[src/rtl/vga_pkg.sv]
// Default 800x600@60 (40 MHz) timing constants shared by the timing generator and the draw stages.
package vga_pkg;

    localparam int unsigned COUNT_W     = 12;
    localparam int unsigned FRAME_CNT_W = 16;
    localparam int unsigned MAX_COUNT   = (1 << COUNT_W) - 1;

    localparam int unsigned VGA_H_VISIBLE = 800;
    localparam int unsigned VGA_H_FPORCH  = 40;
    localparam int unsigned VGA_H_SYNC    = 128;
    localparam int unsigned VGA_H_BPORCH  = 88;
    localparam int unsigned VGA_H_TOTAL   = VGA_H_VISIBLE + VGA_H_FPORCH + VGA_H_SYNC + VGA_H_BPORCH;
    localparam int unsigned VGA_H_SYNC_START = VGA_H_VISIBLE + VGA_H_FPORCH;
    localparam int unsigned VGA_H_SYNC_END   = VGA_H_SYNC_START + VGA_H_SYNC;

    localparam int unsigned VGA_V_VISIBLE = 600;
    localparam int unsigned VGA_V_FPORCH  = 1;
    localparam int unsigned VGA_V_SYNC    = 4;
    localparam int unsigned VGA_V_BPORCH  = 23;
    localparam int unsigned VGA_V_TOTAL   = VGA_V_VISIBLE + VGA_V_FPORCH + VGA_V_SYNC + VGA_V_BPORCH;
    localparam int unsigned VGA_V_SYNC_START = VGA_V_VISIBLE + VGA_V_FPORCH;
    localparam int unsigned VGA_V_SYNC_END   = VGA_V_SYNC_START + VGA_V_SYNC;

    localparam logic [11:0] RGB_BLACK = 12'h000;

endpackage

[src/rtl/vga_axis_counter.sv]
// One timing axis: wrapping position counter with registered sync window and blank flag.
module vga_axis_counter
    import vga_pkg::*;
#(
    parameter int unsigned VISIBLE  = VGA_H_VISIBLE,
    parameter int unsigned FPORCH   = VGA_H_FPORCH,
    parameter int unsigned SYNC     = VGA_H_SYNC,
    parameter int unsigned BPORCH   = VGA_H_BPORCH,
    parameter bit          SYNC_POL = 1'b1
) (
    input  logic               pclk,
    input  logic               reset_n,
    input  logic               advance,
    output logic [COUNT_W-1:0] count_out,
    output logic               sync_out,
    output logic               blnk_out,
    output logic               wrap
);

    localparam int unsigned TOTAL = VISIBLE + FPORCH + SYNC + BPORCH;

    if (TOTAL > MAX_COUNT) begin : g_width_check
        $error("vga_axis_counter: TOTAL exceeds counter range");
    end

    localparam logic [COUNT_W-1:0] LAST        = COUNT_W'(TOTAL - 1);
    localparam logic [COUNT_W-1:0] BLANK_START = COUNT_W'(VISIBLE);
    localparam logic [COUNT_W-1:0] SYNC_START  = COUNT_W'(VISIBLE + FPORCH);
    localparam logic [COUNT_W-1:0] SYNC_END    = COUNT_W'(VISIBLE + FPORCH + SYNC);

    logic [COUNT_W-1:0] count_nxt;
    logic               sync_nxt;
    logic               blnk_nxt;

    // Flags are decoded from the next count so they land in the same cycle as the count itself.
    always_comb begin
        wrap      = advance && (count_out == LAST);
        count_nxt = count_out;
        if (advance) begin
            count_nxt = wrap ? '0 : count_out + COUNT_W'(1);
        end
        sync_nxt = ((count_nxt >= SYNC_START) && (count_nxt < SYNC_END)) ? SYNC_POL : ~SYNC_POL;
        blnk_nxt = (count_nxt >= BLANK_START);
    end

    always_ff @(posedge pclk or negedge reset_n) begin
        if (!reset_n) begin
            count_out <= '0;
            sync_out  <= ~SYNC_POL;
            blnk_out  <= 1'b0;
        end else begin
            count_out <= count_nxt;
            sync_out  <= sync_nxt;
            blnk_out  <= blnk_nxt;
        end
    end

endmodule

[src/rtl/vga_timing_gen.sv]
// Head of the draw chain: 800x600@60 counts, syncs, blanks, black background, frame strobe and counter.
module vga_timing_gen
    import vga_pkg::*;
#(
    parameter int unsigned H_VISIBLE = VGA_H_VISIBLE,
    parameter int unsigned H_FPORCH  = VGA_H_FPORCH,
    parameter int unsigned H_SYNC    = VGA_H_SYNC,
    parameter int unsigned H_BPORCH  = VGA_H_BPORCH,
    parameter int unsigned V_VISIBLE = VGA_V_VISIBLE,
    parameter int unsigned V_FPORCH  = VGA_V_FPORCH,
    parameter int unsigned V_SYNC    = VGA_V_SYNC,
    parameter int unsigned V_BPORCH  = VGA_V_BPORCH,
    parameter bit          SYNC_POL  = 1'b1
) (
    input  logic                   pclk,
    input  logic                   reset_n,
    input  logic                   enable,
    output logic [COUNT_W-1:0]     hcount_out,
    output logic                   hsync_out,
    output logic                   hblnk_out,
    output logic [COUNT_W-1:0]     vcount_out,
    output logic                   vsync_out,
    output logic                   vblnk_out,
    output logic [11:0]            rgb_out,
    output logic                   frame_start,
    output logic [FRAME_CNT_W-1:0] frame_cnt
);

    logic h_wrap;
    logic v_wrap;

    vga_axis_counter #(
        .VISIBLE  (H_VISIBLE),
        .FPORCH   (H_FPORCH),
        .SYNC     (H_SYNC),
        .BPORCH   (H_BPORCH),
        .SYNC_POL (SYNC_POL)
    ) u_h_axis (
        .pclk      (pclk),
        .reset_n   (reset_n),
        .advance   (enable),
        .count_out (hcount_out),
        .sync_out  (hsync_out),
        .blnk_out  (hblnk_out),
        .wrap      (h_wrap)
    );

    // h_wrap already carries enable, so a stalled line never advances the frame.
    vga_axis_counter #(
        .VISIBLE  (V_VISIBLE),
        .FPORCH   (V_FPORCH),
        .SYNC     (V_SYNC),
        .BPORCH   (V_BPORCH),
        .SYNC_POL (SYNC_POL)
    ) u_v_axis (
        .pclk      (pclk),
        .reset_n   (reset_n),
        .advance   (h_wrap),
        .count_out (vcount_out),
        .sync_out  (vsync_out),
        .blnk_out  (vblnk_out),
        .wrap      (v_wrap)
    );

    assign rgb_out = RGB_BLACK;

    always_ff @(posedge pclk or negedge reset_n) begin
        if (!reset_n) begin
            frame_start <= 1'b0;
            frame_cnt   <= '0;
        end else begin
            frame_start <= v_wrap;
            if (v_wrap) begin
                frame_cnt <= frame_cnt + FRAME_CNT_W'(1);
            end
        end
    end

endmodule
[config.mk]
export PLATFORM = sky130hd
export DESIGN_NAME = vga_timing_gen
export DESIGN_NICKNAME = d
export VERILOG_FILES = /design/src/rtl/vga_pkg.sv /design/src/rtl/vga_axis_counter.sv /design/src/rtl/vga_timing_gen.sv
export SDC_FILE = /design/constraint.sdc
export NUM_CORES = 1
export LEC_CHECK = 0
export ABC_AREA = 1
export CAP_MARGIN = 40
export CORE_ASPECT_RATIO = 0.5
export CORE_MARGIN = 4
export CORE_UTILIZATION = 45
export DETAILED_ROUTE_END_ITERATION = 7
export HOLD_SLACK_MARGIN = 0.05
export PLACE_DENSITY_LB_ADDON = 0.05
export SETUP_SLACK_MARGIN = 0.4
export SKIP_CTS_REPAIR_TIMING = 1
export SYNTH_ARGS = -nofsm -noshare
export SYNTH_HDL_FRONTEND = slang
export SYNTH_HIERARCHICAL = 1
export SYNTH_SLANG_ARGS = --single-unit
[constraint.sdc]
create_clock -name pclk -period 4.65 [get_ports pclk]
set_clock_uncertainty 0.2 [all_clocks]
set_input_delay 0.465 -clock pclk [delete_from_list [all_inputs] [get_ports pclk]]
set_output_delay 0.465 -clock pclk [all_outputs]
set_load 0.05 [all_outputs]
==> results.json <==
{
  "yosys_warnings": 6,
  "ys_seq_area_share_pct": 41.61,
  "outcome": "complete, no violations",
  "holdWs_ps": 335.1,
  "via_per_inst": 4.735,
  "drt-initial-drc-count": 112,
  "period_needed_ps": 3359,
  "die_h_um": 62.84,
  "slew_viol_final": 0,
  "design_area_um2": 3376,
  "netlist_area_um2": 2706,
  "max_slew.worst_pin.slew_ps": 520.3,
  "setup_tns_ps": 0,
  "synthCells": 360,
  "fin_crit_sh_pct": 72.24,
  "path_cells": "clkdlybuf4s50_1 > nand3_2 > nor2_4 > nand3_2 > inv_1 > nand2_1 > nor2_1 > nand3_1 > inv_1 > inv_2 > nor2_1 > nand4_1 > nor2_1 > nor2_1",
  "placed_cell_area_um2": 3208,
  "cts_tree": "yes",
  "portBuffers": 47,
  "dp_hpwl_mm": 4.386,
  "fmaxAchievable_mhz": 297.7,
  "final_nets": 418,
  "slew-limit-headroom_pct": 65.20,
  "io_pins": 60,
  "dieArea_um2": 7394,
  "clkLatencyLatePin_ps": 280,
  "rows": 19,
  "vias": 2301,
  "critPathMaxFanout": 14,
  "syn2layout_area_growth_pct": 24.73,
  "clk_path_buf_depth": 2,
  "critical_path.top_delay_family": "buffers and inverters",
  "crit_type": "input pin to flop",
  "dp_slack_ps": 1013,
  "fin_total_pwr_mw": 1.177,
  "startpoint_type": "input pin",
  "diodes": 0,
  "dp_cells": 477,
  "power.density_nw_per_um2": 348.6,
  "p_leak_nw": 1.723,
  "finalSetupViolCount": 0,
  "endpoint_kind": "flop",
  "htree_levels": 2,
  "synth_flop_cell": "dfrtp_1",
  "drive_above_1_share_pct": 12.11,
  "ys_seq_elements": 45,
  "numCtsBuffers": 5,
  "totalWireLength_mm": 5.708,
  "ys_async_sr_fraction_pct": 100.0,
  "final_core_util_pct": 59.66,
  "routabilityCongestion": 0.8739,
  "r2r_slack_ps": 1550,
  "antenna_found_initial": 0,
  "ys_types": 26,
  "hp-start": "frame_cnt[11]",
  "first_pass_iters": 4,
  "coreArea_um2": 5658,
  "max_cap_viol_count": 0,
  "min_to": "frame_cnt[11]",
  "reg2regPathDepth": 14,
  "ctsRootBufferMaster": "clkbuf_16",
  "drcViolationCount": 0,
  "grt-ovfl-total": 0,
  "hold_viol": 0,
  "vdd_ir_drop_max_mv": 0.1324,
  "hp-class": "flop to flop",
  "crit_path_frequent_cell": "nor2_1",
  "grt_max_degree": 34,
  "synth_edf_count": 0,
  "cp.required_ps": 4630,
  "final_cells": 486,
  "worst_slack_ps": 1291,
  "critPathMaxStageDelay_ps": 670,
  "arrival_ps": 3330,
  "wl_per_cell_um": 11.74,
  "final_cell_mix": "86 x nand2_1, 62 x inv_1, 46 x clkdlybuf4s50_1",
  "worst-path-buf-inv": 4,
  "crit_slowest_cell": "clkdlybuf4s50_1",
  "die_x_um": 117.7,
  "final_common_cell": "nand2_1",
  "timing.rr.end": "frame_cnt[15]",
  "syn_avg_cell_area_um2": 7.518,
  "grt_pass1_wl_mm": 9.749,
  "grt_usage_pct": 16.16,
  "r2r_start": "u_h_axis/count_out[1]",
  "grt_pass1_vias": 2098,
  "start_util_pct": 47.83,
  "rsz0062_at_grt": "false",
  "path_clk_slew_ps": 60,
  "clock_sinks": 45,
  "whs_path_depth": 1,
  "postRouteAntennaNets": 0
}
[cell usage after synthesis, types with 7 or more instances]
library cell,number,area [um^2]
nor2_1,32,120.1
nand4_1,9,56.30
xor2_1,8,70.07
inv_2,8,30.03
xnor2_1,7,61.31
nand3_1,34,170.2
inv_1,62,232.7
nand2_2,7,43.79
buf_4,14,105.1
nand2_1,86,322.8
nand3_2,7,70.07
dfrtp_1,45,1126
nor2_2,9,56.30
o21ai_0,7,35.03
[cell families (layout without fill, tap and decap cells)]
kind of cell / after synthesis / count (layout) / share of synthesized area (%)
buffers and inverters: 87 / 129 / 14.29
DFF: 45 / 45 / 41.61
other: 1 / 12 / 0.1386
and+or+nand+nor: 195 / 195 / 34.58
AOI/OAI and AO/OA: 14 / 14 / 3.144
adders and majority gates: 3 / 3 / 1.387
xor gates and xnor gates: 15 / 15 / 4.855
[how the worst max path moves through the flow]
stage               cells past startpoint             startpoint       endpoint  slack [ps]
global route                           14                 enable  frame_cnt[12]         980
floorplan                              14  u_h_axis/count_out[1]   frame_cnt[8]        1820
finish                                 14                 enable  frame_cnt[15]        1290
CTS                                    13                 enable   frame_cnt[8]        1290
global placement                       13                 enable   frame_cnt[8]        1140
detailed placement                     13                 enable   frame_cnt[8]        1010
[area by class of cell]
type                       instances  area, um^2
clock buffer                       7       152.6
clock inverter                     1       5.005
fill                             537        2282
inverter                          72       270.3
multi-input combinational        239        1235
sequential                        45        1126
tap                               73       91.34
timing repair buffer              49       495.5
[sequential cells by signal, indices dropped and copies added (netlist names)]
name                count
u_v_axis/blnk_out       1
u_v_axis/count_out     12
u_h_axis/blnk_out       1
u_h_axis/count_out     12
u_h_axis/sync_out       1
u_v_axis/sync_out       1
frame_start             1
frame_cnt              16
[routing by layer]
layer,wire length (um),vias to the layer above,global-route usage [%]
met1,2840,1064,21.85
met4,29,0,4.818
li1,-,1178,-
met5,0,-,0
met2,2518,57,25.02
met3,319,2,4.973
[power breakdown]
group          internal, mW  switching, mW
combinational        0.0976          0.246
clock                 0.227          0.143
sequential            0.421         0.0428
total                 0.746          0.431
(Power assumes the default switching activity.)
